<file path="config.mk">
export PLATFORM = sky130hd
export DESIGN_NAME = ps2_host_tx
export DESIGN_NICKNAME = d
export VERILOG_FILES = /design/src/rtl/ps2_host_tx_pkg.sv /design/src/rtl/ps2_clk_filter.sv /design/src/rtl/ps2_host_tx.sv
export SDC_FILE = /design/constraint.sdc
export NUM_CORES = 1
export LEC_CHECK = 0
export CAP_MARGIN = 20
export CORE_MARGIN = 2
export CORE_UTILIZATION = 45
export CTS_BUF_LIST = sky130_fd_sc_hd__clkbuf_4
export DETAILED_ROUTE_END_ITERATION = 10
export PLACE_DENSITY = 0.7
export SETUP_SLACK_MARGIN = 0.3
export SKIP_CTS_REPAIR_TIMING = 1
export SYNTH_ARGS = -nofsm -noshare
export SYNTH_HDL_FRONTEND = slang
export SYNTH_HIERARCHICAL = 1
export SYNTH_SLANG_ARGS = --single-unit
</file>
<file path="constraint.sdc">
create_clock -name clk -period 6.38 [get_ports clk]
set_input_delay 1.914 -clock clk [delete_from_list [all_inputs] [get_ports clk]]
set_output_delay 1.914 -clock clk [all_outputs]
set_load 0.01 [all_outputs]
</file>
<file path="src/rtl/ps2_host_tx_pkg.sv">
// Shared definitions for the PS/2 host transmitter: state encoding, protocol
// constants and keyboard command codes.
`default_nettype none

package ps2_host_tx_pkg;

  typedef enum logic [2:0] {
    ST_IDLE      = 3'd0,
    ST_INHIBIT   = 3'd1,
    ST_RTS       = 3'd2,
    ST_SEND      = 3'd3,
    ST_ACK       = 3'd4,
    ST_WAIT_IDLE = 3'd5
  } state_e;

  localparam logic       PS2_ACK      = 1'b0;
  localparam logic [7:0] PS2_FALL_PAT = 8'b1111_0000;
  localparam logic [3:0] PS2_PAR_BIT  = 4'd8;
  localparam logic [3:0] PS2_STOP_BIT = 4'd9;

  localparam logic [7:0] PS2_CMD_SET_LED = 8'hED;
  localparam logic [7:0] PS2_CMD_ENABLE  = 8'hF4;
  localparam logic [7:0] PS2_CMD_RESET   = 8'hFF;

endpackage

`default_nettype wire

</file>
<file path="src/rtl/ps2_clk_filter.sv">
// PS/2 line conditioner: 2-flop synchronizers for clock and data, plus a
// shift-register edge filter on the clock producing one-cycle fall/rise strobes.
`default_nettype none

module ps2_clk_filter
  import ps2_host_tx_pkg::*;
#(
  parameter int FILTER_LEN = 8
) (
  input  logic clk,
  input  logic rst,
  input  logic key_clk_i,
  input  logic key_data_i,
  output logic clk_s_o,
  output logic data_s_o,
  output logic fall_o,
  output logic rise_o
);

  // Older half of the window high, newer half low; newest sample sits at bit 0.
  localparam logic [FILTER_LEN-1:0] FALL_PAT = (FILTER_LEN == 8)
      ? FILTER_LEN'(PS2_FALL_PAT)
      : FILTER_LEN'({FILTER_LEN{1'b1}} << (FILTER_LEN / 2));

  logic [1:0]            clk_sync_q;
  logic [1:0]            data_sync_q;
  logic [FILTER_LEN-1:0] hist_q;

  // Idle PS/2 lines float high, so reset to 1 to avoid a spurious edge.
  always_ff @(posedge clk or posedge rst) begin
    if (rst) begin
      clk_sync_q  <= 2'b11;
      data_sync_q <= 2'b11;
      hist_q      <= '1;
    end else begin
      clk_sync_q  <= {clk_sync_q[0], key_clk_i};
      data_sync_q <= {data_sync_q[0], key_data_i};
      hist_q      <= {hist_q[FILTER_LEN-2:0], clk_sync_q[1]};
    end
  end

  assign clk_s_o  = clk_sync_q[1];
  assign data_s_o = data_sync_q[1];
  assign fall_o   = (hist_q == FALL_PAT);
  assign rise_o   = (hist_q == ~FALL_PAT);

endmodule

`default_nettype wire

</file>
<file path="src/rtl/ps2_host_tx.sv">
// PS/2 host-to-device transmitter: inhibit, request-to-send, ten device-clocked
// bits (data LSB first, odd parity, stop), ACK check and bus-idle wait.
`default_nettype none

module ps2_host_tx
  import ps2_host_tx_pkg::*;
#(
  parameter int INHIBIT_CYCLES = 5000,
  parameter int TIMEOUT_CYCLES = 750000,
  parameter int FILTER_LEN     = 8
) (
  input  logic       clk,
  input  logic       rst,
  input  logic [7:0] tx_data_i,
  input  logic       tx_valid_i,
  output logic       tx_ready_o,
  input  logic       key_clk_i,
  input  logic       key_data_i,
  output logic       key_clk_low_o,
  output logic       key_data_low_o,
  output logic       busy_o,
  output logic       done_o,
  output logic       error_o
);

  localparam int INH_W = $clog2(INHIBIT_CYCLES + 1);
  localparam int TO_W  = $clog2(TIMEOUT_CYCLES + 1);

  logic clk_s, data_s, fall, clk_rise_unused;

  state_e           state_q, state_d;
  logic [7:0]       sh_q, sh_d;
  logic             par_q, par_d;
  logic [3:0]       bitcnt_q, bitcnt_d;
  logic [INH_W-1:0] inh_cnt_q, inh_cnt_d;
  logic [TO_W-1:0]  to_cnt_q, to_cnt_d;
  logic             clk_low_q, clk_low_d;
  logic             data_low_q, data_low_d;
  logic             done_q, done_d;
  logic             error_q, error_d;

  logic accept, inh_done, timed, timeout, bus_idle;

  ps2_clk_filter #(
    .FILTER_LEN (FILTER_LEN)
  ) u_filter (
    .clk        (clk),
    .rst        (rst),
    .key_clk_i  (key_clk_i),
    .key_data_i (key_data_i),
    .clk_s_o    (clk_s),
    .data_s_o   (data_s),
    .fall_o     (fall),
    .rise_o     (clk_rise_unused)
  );

  assign accept   = tx_valid_i && (state_q == ST_IDLE);
  assign inh_done = (inh_cnt_q == INH_W'(INHIBIT_CYCLES - 1));
  assign timed    = (state_q == ST_SEND) || (state_q == ST_ACK) || (state_q == ST_WAIT_IDLE);
  assign timeout  = timed && (to_cnt_q == TO_W'(TIMEOUT_CYCLES - 1));
  assign bus_idle = clk_s && data_s;

  always_ff @(posedge clk or posedge rst) begin
    if (rst) state_q <= ST_IDLE;
    else     state_q <= state_d;
  end

  always_comb begin
    state_d = state_q;
    case (state_q)
      ST_IDLE:    if (accept) state_d = ST_INHIBIT;
      ST_INHIBIT: if (inh_done) state_d = ST_RTS;
      ST_RTS:     state_d = ST_SEND;
      ST_SEND: begin
        if (timeout)                              state_d = ST_IDLE;
        else if (fall && bitcnt_q == PS2_STOP_BIT) state_d = ST_ACK;
      end
      ST_ACK: begin
        if (timeout)   state_d = ST_IDLE;
        else if (fall) state_d = (data_s == PS2_ACK) ? ST_WAIT_IDLE : ST_IDLE;
      end
      ST_WAIT_IDLE: if (timeout || bus_idle) state_d = ST_IDLE;
      default:      state_d = ST_IDLE;
    endcase
  end

  always_comb begin
    sh_d       = sh_q;
    par_d      = par_q;
    bitcnt_d   = bitcnt_q;
    inh_cnt_d  = inh_cnt_q;
    to_cnt_d   = to_cnt_q;
    clk_low_d  = clk_low_q;
    data_low_d = data_low_q;
    done_d     = 1'b0;
    error_d    = 1'b0;
    case (state_q)
      ST_IDLE: begin
        clk_low_d  = 1'b0;
        data_low_d = 1'b0;
        if (accept) begin
          sh_d      = tx_data_i;
          par_d     = ~^tx_data_i;
          inh_cnt_d = '0;
          clk_low_d = 1'b1;
        end
      end
      ST_INHIBIT: begin
        inh_cnt_d = inh_cnt_q + INH_W'(1);
        if (inh_done) data_low_d = 1'b1;
      end
      ST_RTS: begin
        // Data stays pulled low: that is the start bit.
        clk_low_d = 1'b0;
        bitcnt_d  = '0;
        to_cnt_d  = '0;
      end
      ST_SEND, ST_ACK, ST_WAIT_IDLE: begin
        to_cnt_d = to_cnt_q + TO_W'(1);
        if (timeout) begin
          clk_low_d  = 1'b0;
          data_low_d = 1'b0;
          error_d    = 1'b1;
        end else if (state_q == ST_SEND) begin
          if (fall) begin
            if (bitcnt_q < PS2_PAR_BIT)       data_low_d = ~sh_q[bitcnt_q[2:0]];
            else if (bitcnt_q == PS2_PAR_BIT) data_low_d = ~par_q;
            else                              data_low_d = 1'b0;
            bitcnt_d = bitcnt_q + 4'd1;
          end
        end else if (state_q == ST_ACK) begin
          if (fall && data_s != PS2_ACK) error_d = 1'b1;
        end else begin
          if (bus_idle) done_d = 1'b1;
        end
      end
      default: begin
        clk_low_d  = 1'b0;
        data_low_d = 1'b0;
      end
    endcase
  end

  always_ff @(posedge clk or posedge rst) begin
    if (rst) begin
      sh_q       <= '0;
      par_q      <= 1'b0;
      bitcnt_q   <= '0;
      inh_cnt_q  <= '0;
      to_cnt_q   <= '0;
      clk_low_q  <= 1'b0;
      data_low_q <= 1'b0;
      done_q     <= 1'b0;
      error_q    <= 1'b0;
    end else begin
      sh_q       <= sh_d;
      par_q      <= par_d;
      bitcnt_q   <= bitcnt_d;
      inh_cnt_q  <= inh_cnt_d;
      to_cnt_q   <= to_cnt_d;
      clk_low_q  <= clk_low_d;
      data_low_q <= data_low_d;
      done_q     <= done_d;
      error_q    <= error_d;
    end
  end

  assign tx_ready_o     = (state_q == ST_IDLE);
  assign busy_o         = (state_q != ST_IDLE);
  assign key_clk_low_o  = clk_low_q;
  assign key_data_low_o = data_low_q;
  assign done_o         = done_q;
  assign error_o        = error_q;

endmodule

`default_nettype wire
</file>
; ---- Yosys cells after proc, flatten, opt, wreduce, memory -nomap -nowiden
; Cells that the tools add are included.
[word_totals]
out_inout_bits = 6
regBits = 65
wordCells = 101
inputBits = 13
[op_classes]
reduce_logical = 20
muxes = 38
eq_ne = 21
add_sub_neg = 3
bitwise_logic = 4
n_lt_le_gt_ge = 2
[op_table]
columns = cell, count
row1 = 20-bit one-hot mux with 2 select lines, 1
row2 = 13-bit one-hot mux with 2 select lines, 1
row3 = 3-bit two-way mux, 8
row4 = "20-bit by 1-bit adder with 20-bit output, second input constant", 1
row5 = "20-bit equality test, second input constant", 1
row6 = 1-bit two-way mux, 19
row7 = 3-bit one-hot mux with 6 select lines, 1
row8 = "13-bit by 1-bit adder with 13-bit output, second input constant", 1
row9 = "13-bit equality test, second input constant", 1
row10 = 13-bit two-way mux, 1
row11 = 4-bit two-way mux, 3
row12 = "3-bit inequality test, second input constant", 4
row13 = "2-bit inequality test, second input constant", 5
row14 = "4-bit equality test, second input constant", 2
row15 = "8-bit equality test, second input constant", 1
row16 = 4-bit one-hot mux with 2 select lines, 1
row17 = 4-bit AND reduction, 2
row18 = 8-bit XNOR reduction, 1
row19 = "3-bit by 2-bit equality test with 1-bit output, second input constant", 2
row20 = "3-bit equality test, second input constant", 2
row21 = 1-bit one-hot mux with 3 select lines, 2
row22 = 2-bit AND reduction, 3
row23 = 1-bit logical AND, 5
row24 = 5-bit AND reduction, 1
row25 = 12 further kinds, 19

; ---- Depth between registers and ports, before layout
[depth]
depth_word = 8
depth_mapped = 7
mapped_depth_nobuf = 7

; ---- Modules after synthesis
; The synthesis kept the hierarchy.
[modules_own_cells]
columns = module, seq_area_each_um2, area_each_um2, cells_per_inst, n_inst
row1 = ps2_host_tx, 1326.3, 2881.5, 294, 1
row2 = ps2_clk_filter, 315.3, 374.1, 19, 1

; ---- Least setup slack after synthesis
; Ideal clock, no wire load.
[synth_timing]
path_kind = register to output
start = reg state_q[1]
end = out busy_o
t_required_ns = 4.466
n_path_buf = 1
stages_incl_launch_ff = 4
t_arrival_ns = 1.324
slack_ns = 3.142
path_cell_list = dfrtp_1 clkbuf_1 nor3_1 inv_1
[synth_between]
elab_chain_len = 1
[synth_rtl]
columns = item, line_no
row1 = start: declaration, ps2_host_tx.sv:31  ; state_e state_q, state_d;
row2 = start signal: assignment, ps2_host_tx.sv:65  ; else state_q <= state_d;
row3 = 3-bit nonzero test, ps2_host_tx.sv:169  ; assign busy_o = (state_q != ST_IDLE);
row4 = end: declaration, ps2_host_tx.sv:21  ; output logic busy_o,
; No other way between the ends.

; ---- Worst setup path in the final report
[layout_timing]
start = reg state_q[0]
end = out tx_ready_o
[layout_between]
elab_chain_len = 1
[layout_rtl]
columns = item, line_no
row1 = 3-bit logical NOT, ps2_host_tx.sv:168  ; assign tx_ready_o = (state_q == ST_IDLE);
row2 = end: declaration, ps2_host_tx.sv:16  ; output logic tx_ready_o,
; No other way between the ends.

==> results.ini <==
[layout]
drive_gt1_frac=0.1463
fillers=625
nets=348
fin_util=0.5286
num_antenna_cells=0
area_growth_syn_to_layout_pct=12.48

[routing]
drt-total-wl_um=5948
vias=2398
drt_drc_violations_left=0
drtIter0Drc=105
drt.antenna.violating_nets=0
avgViaCountPerCell=5.564
wl_per_cell_um=13.80
dr.pass1.iters=4

[global_route]
grt_pass1_vias=2239
grt_pass1_wl_um=10560
grt_overflow_total=0
grt_max_degree=54
antenna_found_initial=0
track_usage=0.1718

[clock_network]
cts_tree=done
cts_root_buf=clkbuf_4
numCtsBuffers=9
path_clk_slew_ns=0.11
cts-htree-levels=3
cts.sinks=65
cts_buffer_depth=2
insertion_delay_ns=0.39

[status]
status=finished clean

[setup_path]
required_ns=4.47
crit_type=reg -> out
crit_slowest_cell=clkdlybuf4s50_1
path_cells=nor3_1 > clkdlybuf4s50_1
r2r_start=state_q[2]$_DFFE_PP0P_
timing.rr.end=state_q[0]$_DFFE_PP0P_
crit_fanout=24
rrSetupSlack_ns=3.83
slowest_delay_ns=0.64
worst-path-buf-inv=1
worst_r2r_path_depth=5
end_kind=primary output
startpoint_type=register
crit_arrival_ns=2.23
crit_family=buffers and inverters

[sta]
worst_pin_slew_ns=0.6534
setup_slack_ns=2.239
clock_skew_ns=0.01179
slew_headroom=0.5633
setup_violations=0
fin_crit_ns=4.141
rsz0062_at_grt=false
timing.final.crit_share=0.6491
hold_viol=0
fmax_mhz=241.5
slew_viol_final=0
fin_tns_setup_ns=0

[synthesis]
synth-warning-count=6
synth_nets=328
synth_cells=310
synthesis.area_um2=3228
avgSynthCellArea_um2=10.41

[pwr]
power_density_nw_per_um2=332.4
vdd_drop_max_mv=0.1361
p_leak_nw=1.509
finalPower_mw=1.207

[placed_design]
port_buffers=18
dpl.hpwl_um=4285
pre_cts_slack_ns=2.674
gp_congestion=0.8547

[floorplanning]
die-area_um2=7867
initial_core_util=0.4699
std_cell_rows=30
die-height_um=88.70
io_pins=19
core_area_um2=6869
die_x_um=88.70

[hold_path]
hold_path_class=reg -> reg
hold_depth=0
whs_endpoint=u_filter/clk_sync_q[1]$_DFF_PP1_
min-delay-start=u_filter/clk_sync_q[0]$_DFF_PP1_

[flow_run]
cap_violations=0

-- cell type report --
| cell class | count | area (um2) | area share |
|---|---|---|---|
| Clock buffer | 10 | 75.07 | 0.02068 |
| Multi-Input combinational cell | 224 | 1506 | 0.4149 |
| Inverter | 11 | 41.29 | 0.01137 |
| Sequential cell | 65 | 1642 | 0.4521 |
| Clock inverter | 6 | 58.81 | 0.01620 |
| Tap cell | 96 | 120.1 | 0.03308 |
| Timing Repair Buffer | 19 | 187.7 | 0.05169 |
-- cell usage in the layout, fill, tap and decap left out, types with 2 or more instances in the layout --
master	count
dfstp_2	12
o21ai_0	28
mux4_2	2
o211ai_1	8
nand2b_1	5
a21oi_1	6
clkdlybuf4s50_1	18
ha_1	5
clkbuf_4	10
a32o_1	2
and2_1	3
nand4_1	10
inv_1	10
mux2i_1	11
nor4_1	2
or4_4	2
dfrtp_1	53
nor2b_1	3
nand3_1	27
clkinvlp_4	2
nor2_1	12
clkinv_2	2
nor3_1	2
xnor2_1	7
nand2_1	37
o31ai_1	7
and3_1	3
xor2_1	3
a211oi_1	3
nand4b_1	3
mux2_2	8
-- through the flow --
step	instances	instance area, um2	hold slack, ns
2_1_floorplan	310	3228	0.3452
3_3_place_gp	415	3497	0.3459
3_5_place_dp	415	3497	0.3472
4_1_cts	431	3631	0.3631
5_1_grt	431	3631	0.3655
6_report	431	3631	0.3618
-- power by group --
group | switching [mW] | leakage [nW] | internal [mW]
sequential | 0.0907 | 0.836 | 0.488
combinational | 0.194 | 0.604 | 0.171
clock | 0.143 | 0.0698 | 0.121
total | 0.427 | 1.51 | 0.780
-- routing by layer --
| metal | global-route usage | vias up | wire length (um) |
|---|---|---|---|
| li1 | - | 1188 | - |
| met1 | 0.2449 | 1157 | 2966 |
| met2 | 0.2585 | 45 | 2689 |
| met3 | 0.03731 | 8 | 226 |
| met4 | 0.06336 | 0 | 66 |
| met5 | 0 | - | 0 |
-- state kept, by name, indices dropped and copies added, names as in the netlist --
signal                count
u_filter/data_sync_q      2
to_cnt_q                 20
key_data_low_o            1
error_o                   1
sh_q                      8
par_q                     1
u_filter/hist_q           8
key_clk_low_o             1
bitcnt_q                  4
u_filter/clk_sync_q       2
done_o                    1
inh_cnt_q                13
state_q                   3
-- how the worst max path moves through the flow --
stage | from | endpoint | cells after the start
floorplan | state_q[1]$_DFFE_PP0P_ | busy_o | 3
global placement | state_q[0]$_DFFE_PP0P_ | tx_ready_o | 2
detailed placement | state_q[0]$_DFFE_PP0P_ | tx_ready_o | 2
CTS | state_q[0]$_DFFE_PP0P_ | tx_ready_o | 2
global route | state_q[0]$_DFFE_PP0P_ | tx_ready_o | 2
finish | state_q[0]$_DFFE_PP0P_ | tx_ready_o | 2
-- worst register-to-register path, stage by stage, from the launching register on --
cell,delay (ns)
dfrtp_1,0.67
nor2b_1,0.36
o2111ai_1,0.35
or4_4,0.67
a221oi_2,0.26
a22o_2,0.18
Power figures use the tool's default switching activity.
